### config.mk
export PLATFORM = sky130hd
export DESIGN_NAME = spmm_row_feeder
export DESIGN_NICKNAME = d
export VERILOG_FILES = /design/src/rtl/spmm_row_feeder.sv
export SDC_FILE = /design/constraint.sdc
export NUM_CORES = 1
export LEC_CHECK = 0
export ABC_CLOCK_PERIOD_IN_PS = 7500
export CORE_AREA = 2 2 88 107
export DETAILED_ROUTE_END_ITERATION = 7
export DIE_AREA = 0 0 90 109
export PLACE_DENSITY = 0.85
export SYNTH_ARGS = -nofsm -noshare
export SYNTH_HDL_FRONTEND = slang
export SYNTH_SLANG_ARGS = --single-unit
### constraint.sdc
create_clock -name clk -period 7.5 [get_ports clk]
set_clock_uncertainty 0.05 [all_clocks]
set_input_delay 1.125 -clock clk [delete_from_list [all_inputs] [get_ports clk]]
set_output_delay 1.125 -clock clk [all_outputs]
set_load 0.05 [all_outputs]
### src/rtl/spmm_row_feeder.sv
// -----------------------------------------------------------------------------
// spmm_row_feeder
//   Transmit side of the SpMM PE row stream. Walks a CSR-packed H matrix held
//   in two BRAMs: for every node it reads node_info {row_len, num_node, flag},
//   then streams row_len h_data words {val, col_idx} as back-to-back beats.
//   After each streamed row it waits for the PE to signal ready.
//
// Ports
//   clk, rst            rising-edge clock, synchronous active-high reset
//   start_i             pulse, starts a pass over all rows (only in IDLE)
//   node_info_addrb_o   node_info BRAM read address (current row)
//   node_info_dout_i    {row_len, num_node, flag}, one cycle after address
//   h_data_addrb_o      h_data BRAM read address (driven while streaming)
//   h_data_dout_i       {val, col_idx}, one cycle after address
//   pe_rdy_i            PE has finished accumulating the current row
//   spmm_vld_o          beat valid, col_idx_o/val_o meaningful
//   col_idx_o, val_o    beat payload
//   pe_vld_o            pulse on the first beat of each row
//   row_len_o, num_node_o, src_flag_o   current row header, held
//   busy_o              high whenever not IDLE
//   done_o              one-cycle pulse at end of pass
//   err_o               sticky h_data overrun flag
// -----------------------------------------------------------------------------
module spmm_row_feeder #(
   parameter int DATA_WIDTH        = 8,
   parameter int H_NUM_SPARSE_DATA = 242101,
   parameter int TOTAL_NODES       = 13264,
   parameter int NUM_FEATURE_IN    = 1433,
   parameter int MAX_NODES         = 168,
   localparam int COL_IDX_WIDTH    = $clog2(NUM_FEATURE_IN),
   localparam int ROW_LEN_WIDTH    = $clog2(NUM_FEATURE_IN),
   localparam int NUM_NODE_WIDTH   = $clog2(MAX_NODES),
   localparam int H_DATA_WIDTH     = DATA_WIDTH + COL_IDX_WIDTH,
   localparam int NODE_INFO_WIDTH  = ROW_LEN_WIDTH + NUM_NODE_WIDTH + 1,
   localparam int NODE_ADDR_WIDTH  = $clog2(TOTAL_NODES),
   localparam int H_ADDR_WIDTH     = $clog2(H_NUM_SPARSE_DATA)
) (
   input  logic                       clk,
   input  logic                       rst,
   input  logic                       start_i,
   output logic [NODE_ADDR_WIDTH-1:0] node_info_addrb_o,
   input  logic [NODE_INFO_WIDTH-1:0] node_info_dout_i,
   output logic [H_ADDR_WIDTH-1:0]    h_data_addrb_o,
   input  logic [H_DATA_WIDTH-1:0]    h_data_dout_i,
   input  logic                       pe_rdy_i,
   output logic                       spmm_vld_o,
   output logic [COL_IDX_WIDTH-1:0]   col_idx_o,
   output logic [DATA_WIDTH-1:0]      val_o,
   output logic                       pe_vld_o,
   output logic [ROW_LEN_WIDTH-1:0]   row_len_o,
   output logic [NUM_NODE_WIDTH-1:0]  num_node_o,
   output logic                       src_flag_o,
   output logic                       busy_o,
   output logic                       done_o,
   output logic                       err_o
);

   // The h pointer must be able to hold H_NUM_SPARSE_DATA itself (one past the
   // last word) after a pass that exactly fills the BRAM.
   localparam int H_PTR_WIDTH = $clog2(H_NUM_SPARSE_DATA + 1);

   typedef enum logic [2:0] {
      S_IDLE     = 3'd0,
      S_INFO     = 3'd1,
      S_LATCH    = 3'd2,
      S_STREAM   = 3'd3,
      S_WAIT_RDY = 3'd4,
      S_NEXT     = 3'd5,
      S_DONE     = 3'd6
   } state_t;

   state_t                      state_r;
   state_t                      state_nx;
   logic [NODE_ADDR_WIDTH-1:0]  row_r;
   logic [H_PTR_WIDTH-1:0]      h_ptr_r;
   logic [ROW_LEN_WIDTH-1:0]    beat_cnt_r;
   logic [ROW_LEN_WIDTH-1:0]    row_len_r;
   logic [NUM_NODE_WIDTH-1:0]   num_node_r;
   logic                        flag_r;
   logic                        spmm_vld_r;
   logic                        pe_vld_r;
   logic                        err_r;

   logic [ROW_LEN_WIDTH-1:0]    info_row_len_s;
   logic [NUM_NODE_WIDTH-1:0]   info_num_node_s;
   logic                        info_flag_s;
   logic                        overrun_s;
   logic                        last_beat_s;
   logic                        last_row_s;

   assign info_row_len_s  = node_info_dout_i[NODE_INFO_WIDTH-1 -: ROW_LEN_WIDTH];
   assign info_num_node_s = node_info_dout_i[NUM_NODE_WIDTH:1];
   assign info_flag_s     = node_info_dout_i[0];

   // Overrun is judged on the header while it is on the BRAM output, so a row
   // that would run past the end is rejected before any address is issued.
   assign overrun_s   = (32'(h_ptr_r) + 32'(info_row_len_s)) > 32'(H_NUM_SPARSE_DATA);
   assign last_beat_s = (beat_cnt_r == (row_len_r - ROW_LEN_WIDTH'(1)));
   assign last_row_s  = (row_r == NODE_ADDR_WIDTH'(TOTAL_NODES - 1));

   // Next-state logic.
   always_comb begin
      state_nx = state_r;
      case (state_r)
         S_IDLE: begin
            if (start_i) state_nx = S_INFO;
            else         state_nx = S_IDLE;
         end
         S_INFO: state_nx = S_LATCH;
         S_LATCH: begin
            if (info_row_len_s == '0) state_nx = S_NEXT;
            else if (overrun_s)       state_nx = S_DONE;
            else                      state_nx = S_STREAM;
         end
         S_STREAM: begin
            if (last_beat_s) state_nx = S_WAIT_RDY;
            else             state_nx = S_STREAM;
         end
         S_WAIT_RDY: begin
            // The first WAIT_RDY cycle carries the last beat of the row; a
            // ready seen then may belong to the previous row, so it is skipped.
            if (pe_rdy_i && !spmm_vld_r) state_nx = S_NEXT;
            else                         state_nx = S_WAIT_RDY;
         end
         S_NEXT: begin
            if (last_row_s) state_nx = S_DONE;
            else            state_nx = S_INFO;
         end
         S_DONE:  state_nx = S_IDLE;
         default: state_nx = S_IDLE;
      endcase
   end

   // State register, pointers, row header and beat flags.
   always_ff @(posedge clk) begin
      if (rst) begin
         state_r    <= S_IDLE;
         row_r      <= '0;
         h_ptr_r    <= '0;
         beat_cnt_r <= '0;
         row_len_r  <= '0;
         num_node_r <= '0;
         flag_r     <= 1'b0;
         spmm_vld_r <= 1'b0;
         pe_vld_r   <= 1'b0;
         err_r      <= 1'b0;
      end else begin
         state_r    <= state_nx;
         // Address issued in STREAM returns data next cycle: beat valid then.
         spmm_vld_r <= (state_r == S_STREAM);
         pe_vld_r   <= (state_r == S_STREAM) && (beat_cnt_r == '0);
         case (state_r)
            S_IDLE: begin
               if (start_i) begin
                  row_r      <= '0;
                  h_ptr_r    <= '0;
                  beat_cnt_r <= '0;
                  err_r      <= 1'b0;
               end
            end
            S_LATCH: begin
               row_len_r  <= info_row_len_s;
               num_node_r <= info_num_node_s;
               flag_r     <= info_flag_s;
               if ((info_row_len_s != '0) && overrun_s) err_r <= 1'b1;
            end
            S_STREAM: begin
               h_ptr_r <= h_ptr_r + H_PTR_WIDTH'(1);
               if (last_beat_s) beat_cnt_r <= '0;
               else             beat_cnt_r <= beat_cnt_r + ROW_LEN_WIDTH'(1);
            end
            S_NEXT: begin
               if (!last_row_s) row_r <= row_r + NODE_ADDR_WIDTH'(1);
            end
            default: begin
            end
         endcase
      end
   end

   assign node_info_addrb_o = row_r;
   // Only drive the pointer while streaming; outside STREAM it may legally
   // sit at H_NUM_SPARSE_DATA, which is not a valid BRAM address.
   assign h_data_addrb_o    = (state_r == S_STREAM) ? h_ptr_r[H_ADDR_WIDTH-1:0] : '0;
   assign spmm_vld_o        = spmm_vld_r;
   assign col_idx_o         = spmm_vld_r ? h_data_dout_i[COL_IDX_WIDTH-1:0] : '0;
   assign val_o             = spmm_vld_r ? h_data_dout_i[H_DATA_WIDTH-1 -: DATA_WIDTH] : '0;
   assign pe_vld_o          = pe_vld_r;
   assign row_len_o         = row_len_r;
   assign num_node_o        = num_node_r;
   assign src_flag_o        = flag_r;
   assign busy_o            = (state_r != S_IDLE);
   assign done_o            = (state_r == S_DONE);
   assign err_o             = err_r;

endmodule
# [Yosys cells after proc, flatten, opt, wreduce, memory -nomap -nowiden]
# Index checks and enable logic that the tools add are counted.
[op_classes] n_addsub=5 n_lt_le_gt_ge=1 n_eq_ne=11 n_mux=21 n_reduce_logical=15
[ops] cell="18-bit 2-to-1 mux" count=2
[ops] cell="18-bit case mux with 2 select lines" count=1
[ops] cell="11-bit 2-to-1 mux" count=3
[ops] cell="14-bit 2-to-1 mux" count=2
[ops] cell="14-bit case mux with 2 select lines" count=1
[ops] cell="11-bit zero test" count=2
[ops] cell="11-bit case mux with 2 select lines" count=1
[ops] cell="18-bit by 11-bit adder with 19-bit output" count=1
[ops] cell="19-bit by 18-bit greater-than comparator with 1-bit output, second input constant" count=1
[ops] cell="18-bit by 1-bit adder with 18-bit output, second input constant" count=1
[ops] cell="3-bit case mux with 6 select lines" count=1
[ops] cell="14-bit by 1-bit adder with 14-bit output, second input constant" count=1
[ops] cell="14-bit equality test, second input constant" count=1
[ops] cell="3-bit 2-to-1 mux" count=4
[ops] cell="11-bit by 1-bit adder with 11-bit output, second input constant" count=1
[ops] cell="11-bit equality test" count=1
[ops] cell="11-bit nonzero test" count=1
[ops] cell="11-bit by 1-bit subtractor with 11-bit output, second input constant" count=1
[ops] cell="3-bit equality test, second input constant" count=3
[ops] cell="8-bit 2-to-1 mux" count=1
[ops] cell="3-bit by 2-bit equality test with 1-bit output, second input constant" count=2
[ops] cell="2-bit != test, second input constant" count=3
[ops] cell="3-bit AND reduction" count=2
[ops] cell="2-bit nonzero test" count=3
[ops] cell="other kinds (8)" count=13
[word_totals] regBits=69 in_bits=43 out_inout_bits=76 elab_cells=63

# [Depth between registers and ports, before layout]
[logic_depth] word_depth=5 depth_mapped=11 depth_no_buf=10

# [Worst setup path before layout]
# Ideal clock, no wire load.
[synth_timing] path_kind="in2reg" startpoint="input port node_info_dout_i[9]" endpoint="register state_r[2]" setup_time_ps=96 arrival_ps=3472 t_required_ps=7354 setup_slack_ps=3882 cell_stages=10 path_buffers=0 cell_sequence="ha_1 > fa_1 > a21o_1 > a221o_1 > o221ai_1 > mux2i_1 > nand2_1 > a211o_1 > o22a_1 > o41ai_2"
[synth_via] elab_chain_len=5 word_cells_on_any_way=6 classes_between="add/sub: 1; order compare: 1; mux: 3; reduce/logical: 1"
[synth_lines] item="start, declared" line="42" source="input logic [NODE_INFO_WIDTH-1:0] node_info_dout_i,"
[synth_lines] item="18-bit by 11-bit adder with 19-bit output" line="97" source="assign overrun_s = (32'(h_ptr_r) + 32'(info_row_len_s)) > 32'(H_NUM_SPARSE_DATA);"
[synth_lines] item="19-bit by 18-bit greater-than comparator with 1-bit output" line="97"
[synth_lines] item="3-bit 2-to-1 mux" line="112" source="else if (overrun_s) state_nx = S_DONE;"
[synth_lines] item="3-bit 2-to-1 mux *" line="111" source="if (info_row_len_s == '0) state_nx = S_NEXT;"
[synth_lines] item="3-bit case mux with 6 select lines *" line="104" source="case (state_r)"
[synth_lines] item="end signal, assigned" line="148" source="state_r <= state_nx;"
[synth_lines] item="end, declared" line="72" source="state_t state_r;"
# Every way passes the cells marked *; elsewhere a longest branch is shown, timed or not.
# A chain may end at the register's enable or synchronous reset.

# [Worst setup path after layout]
# Ends and elaborated chain as after synthesis.

==> impl_metrics.ini <==
[route]
drtIter0Drc = 368
vias_per_cell = 5.874
drc = 0
routed_wl_microns = 13170
wl_per_cell_microns = 16.30
ant_nets = 0
dr.pass1.iters = 5
via_count = 4746

[timing]
worst_pin_slew_ns = 0.8495
fin_crit_sh_pct = 54.52
setup_viol = 0
slew_headroom_pct = 43.37
slew_violations = 0
final.min_clock_period_ns = 4.089
rsz0062_at_grt = no
hold_violations = 0
fmax_mhz = 244.5
finalSetupTns_ns = 0

[place]
dp_cells = 792
portBuffers = 118
hpwlAfterDp_microns = 9654
place_congestion = 0.9003
dpl_cell_area_sq_um = 5742

[final_layout]
stdcell_area_sq_um = 5966
antenna_cells = 0
nNetsFinal = 743
drive_gt1_share_pct = 4.360
fin_cells = 808
utilization_pct = 67.46
syn_to_final_growth_pct = 31.13

[floorplanning]
dieArea_sq_um = 9810
fp.dieH_microns = 109
io_pins = 119
core_sq_um = 8843
initial_core_util_pct = 51.44
num_rows = 38
fp.dieW_microns = 90

[logic_synthesis]
synthCells = 587
yosysWarningCount = 0
syn-num-nets = 647
synth_ff_type = dfxtp_1
syn_avg_cell_area_sq_um = 7.750
synthDistinctLibCells = 70
ys_seq_area_share_pct = 30.36
synth_edf_count = 0
yosys_register_bits = 69
async_flop_share_pct = 0
netlist_area_sq_um = 4549

[pwr]
power_density_nw_per_um2 = 198.8
leakage_nw = 2.219
vdd_drop_max_v = 0.0001664

[clocking]
cts_buffers = 9
ctsHoldBuffers = 0
clkLatencyLatePin_ns = 0.35
clk_pin_slew_worst_paths_ns = 0.08
cts_setup_buffers = 0
cts_tree = yes
clockBufferDepth = 2
htree_levels = 3
post_cts_resized = 0
cts_sinks = 69
root_buffer = clkbuf_8

[global_routing]
grt_pass1_wl_microns = 21370
grt_pass1_vias = 4515
grt_usage_pct = 26.19
antenna_found_initial = 0
grt_overflow = 0
grt_max_degree = 54

[worst_setup_path]
crit_arrival_ns = 4.28
criticalPathCategory = in -> reg
cp.required_ns = 7.70
cp-end-kind = flip-flop
cp_max_fo = 4
start_kind = input port

[run_status]
outcome = complete, no violations

[job]
drv_cap = 0

[min_path]
min_path_type = reg -> reg
[final cells by class]
class                   instances  area, sq um
inverters                      12        45.04
clock inverters                 6        86.33
clock buffers                  10        137.6
well taps                     120        150.1
fillers                       737         2878
repair buffers                120         1191
multi-input cells             471         2974
flip-flops and latches         69         1381
[registers in the layout, summed over array words and instances (netlist names)]
register and flops:
err_o 1, state_r 3, beat_cnt_r 11, spmm_vld_o 1, node_info_addrb_o 14, pe_vld_o 1, h_ptr_r 18, num_node_o 8
src_flag_o 1, row_len_o 11
[layer usage]
metal	global-route usage, %	part of all wire (%)
met2	45.44	50
met5	0	0
met1	31.86	41
met3	5.321	5.8
met4	10.99	2.5
[metrics by stage]
stage                     setup slack, ns  hold slack (ns)  total power [mW]
after global routing                3.275           0.4324             1.243
after CTS                           3.425           0.4147             1.187
after detailed placement            3.086           0.4039            0.8467
final                               3.411           0.4099             1.186
after floorplan                     3.882           0.4312            0.7222
after global placement              3.237           0.3921            0.8351
[layout by cell type, fill, tap and decap left out, drive strengths merged, types with 3 or more instances in the layout]
cell type and count:
nor3 15, o21a 4, nor4 8, clkbuf 10, nor2b 4, clkdlybuf4s50 117
a21o 8, mux2i 4, a311oi 5, buf 3, nor2 59, a31oi 8
mux2 4, or3 4, a21oi 45, nor4b 3, and2 42, a211oi 6
nand3b 7, xnor2 17, and3b 4, and3 17, clkinv 3, o21ai 14
nand3 20, nand2 73, o211ai 5, xor2 16, nand4 9, dfxtp 69
ha 16, inv 12, nor3b 3, nand2b 7, a22oi 4
[where the power goes]
| part | switching (mW) | internal [mW] |
|---|---|---|
| clock | 0.148 | 0.196 |
| combinational | 0.266 | 0.151 |
| sequential | 0.0349 | 0.390 |
| total | 0.449 | 0.737 |
[critical path, cell delays in order]
cell and delay [ns]:
clkdlybuf4s50_1 0.48, ha_1 0.29, fa_1 0.41, a21o_1 0.21
a221o_1 0.38, o221ai_1 0.30, mux2i_1 0.24, nand2_1 0.07
a211o_1 0.27, o22a_1 0.21, o41ai_2 0.28
[cell usage after synthesis, drive strengths merged, types with 3 or more instances]
cell    count  area, sq um
a211oi      6        45.04
a21o        8        60.06
a21oi      45        225.2
a22oi       4        30.03
a311oi      5        43.79
a31oi       8        50.05
and2       42        262.8
and3       17        106.4
and3b       4        35.03
buf        11        58.81
clkbuf     24        90.09
dfxtp      69         1381
ha         16        200.2
inv        12        45.04
mux2        4        45.04
mux2i       4        40.04
nand2      73        274.0
nand2b      7        51.30
nand3      20        100.1
nand3b      7        56.30
nand4       9        56.30
nor2       59        224.0
nor2b       4        25.02
nor3       15        75.07
nor3b       3        22.52
nor4        8        65.06
nor4b       3        26.28
o211ai      5        42.54
o21a        4        30.03
o21ai      14        70.06
or3         4        25.02
xnor2      17        148.9
xor2       16        140.1
[kinds of logic (layout without fill, tap and decap cells)]
logic type      after synthesis  in the layout  synth area share (%)
simple gates                282            282                 32.23
compound gates              130            130                 19.86
flops                        69             69                 30.36
buf+inv                      47            148                 4.263
xor+xnor                     33             33                 6.353
fa+ha+maj                    18             18                 5.060
mux                           8              8                 1.870
[path summary, 6_finish.rpt]
path	slack [ns]	startpoint	cells after the start	end
worst max-delay path	3.41	node_info_dout_i[9]	11	state_r[2]
worst max register to register	4.31	h_ptr_r[0]	10	state_r[2]
worst min-delay path	0.41	num_node_o[4]	2	num_node_o[4]
worst min register to register	0.41	num_node_o[4]	2	num_node_o[4]
(Power assumes the default switching activity.)
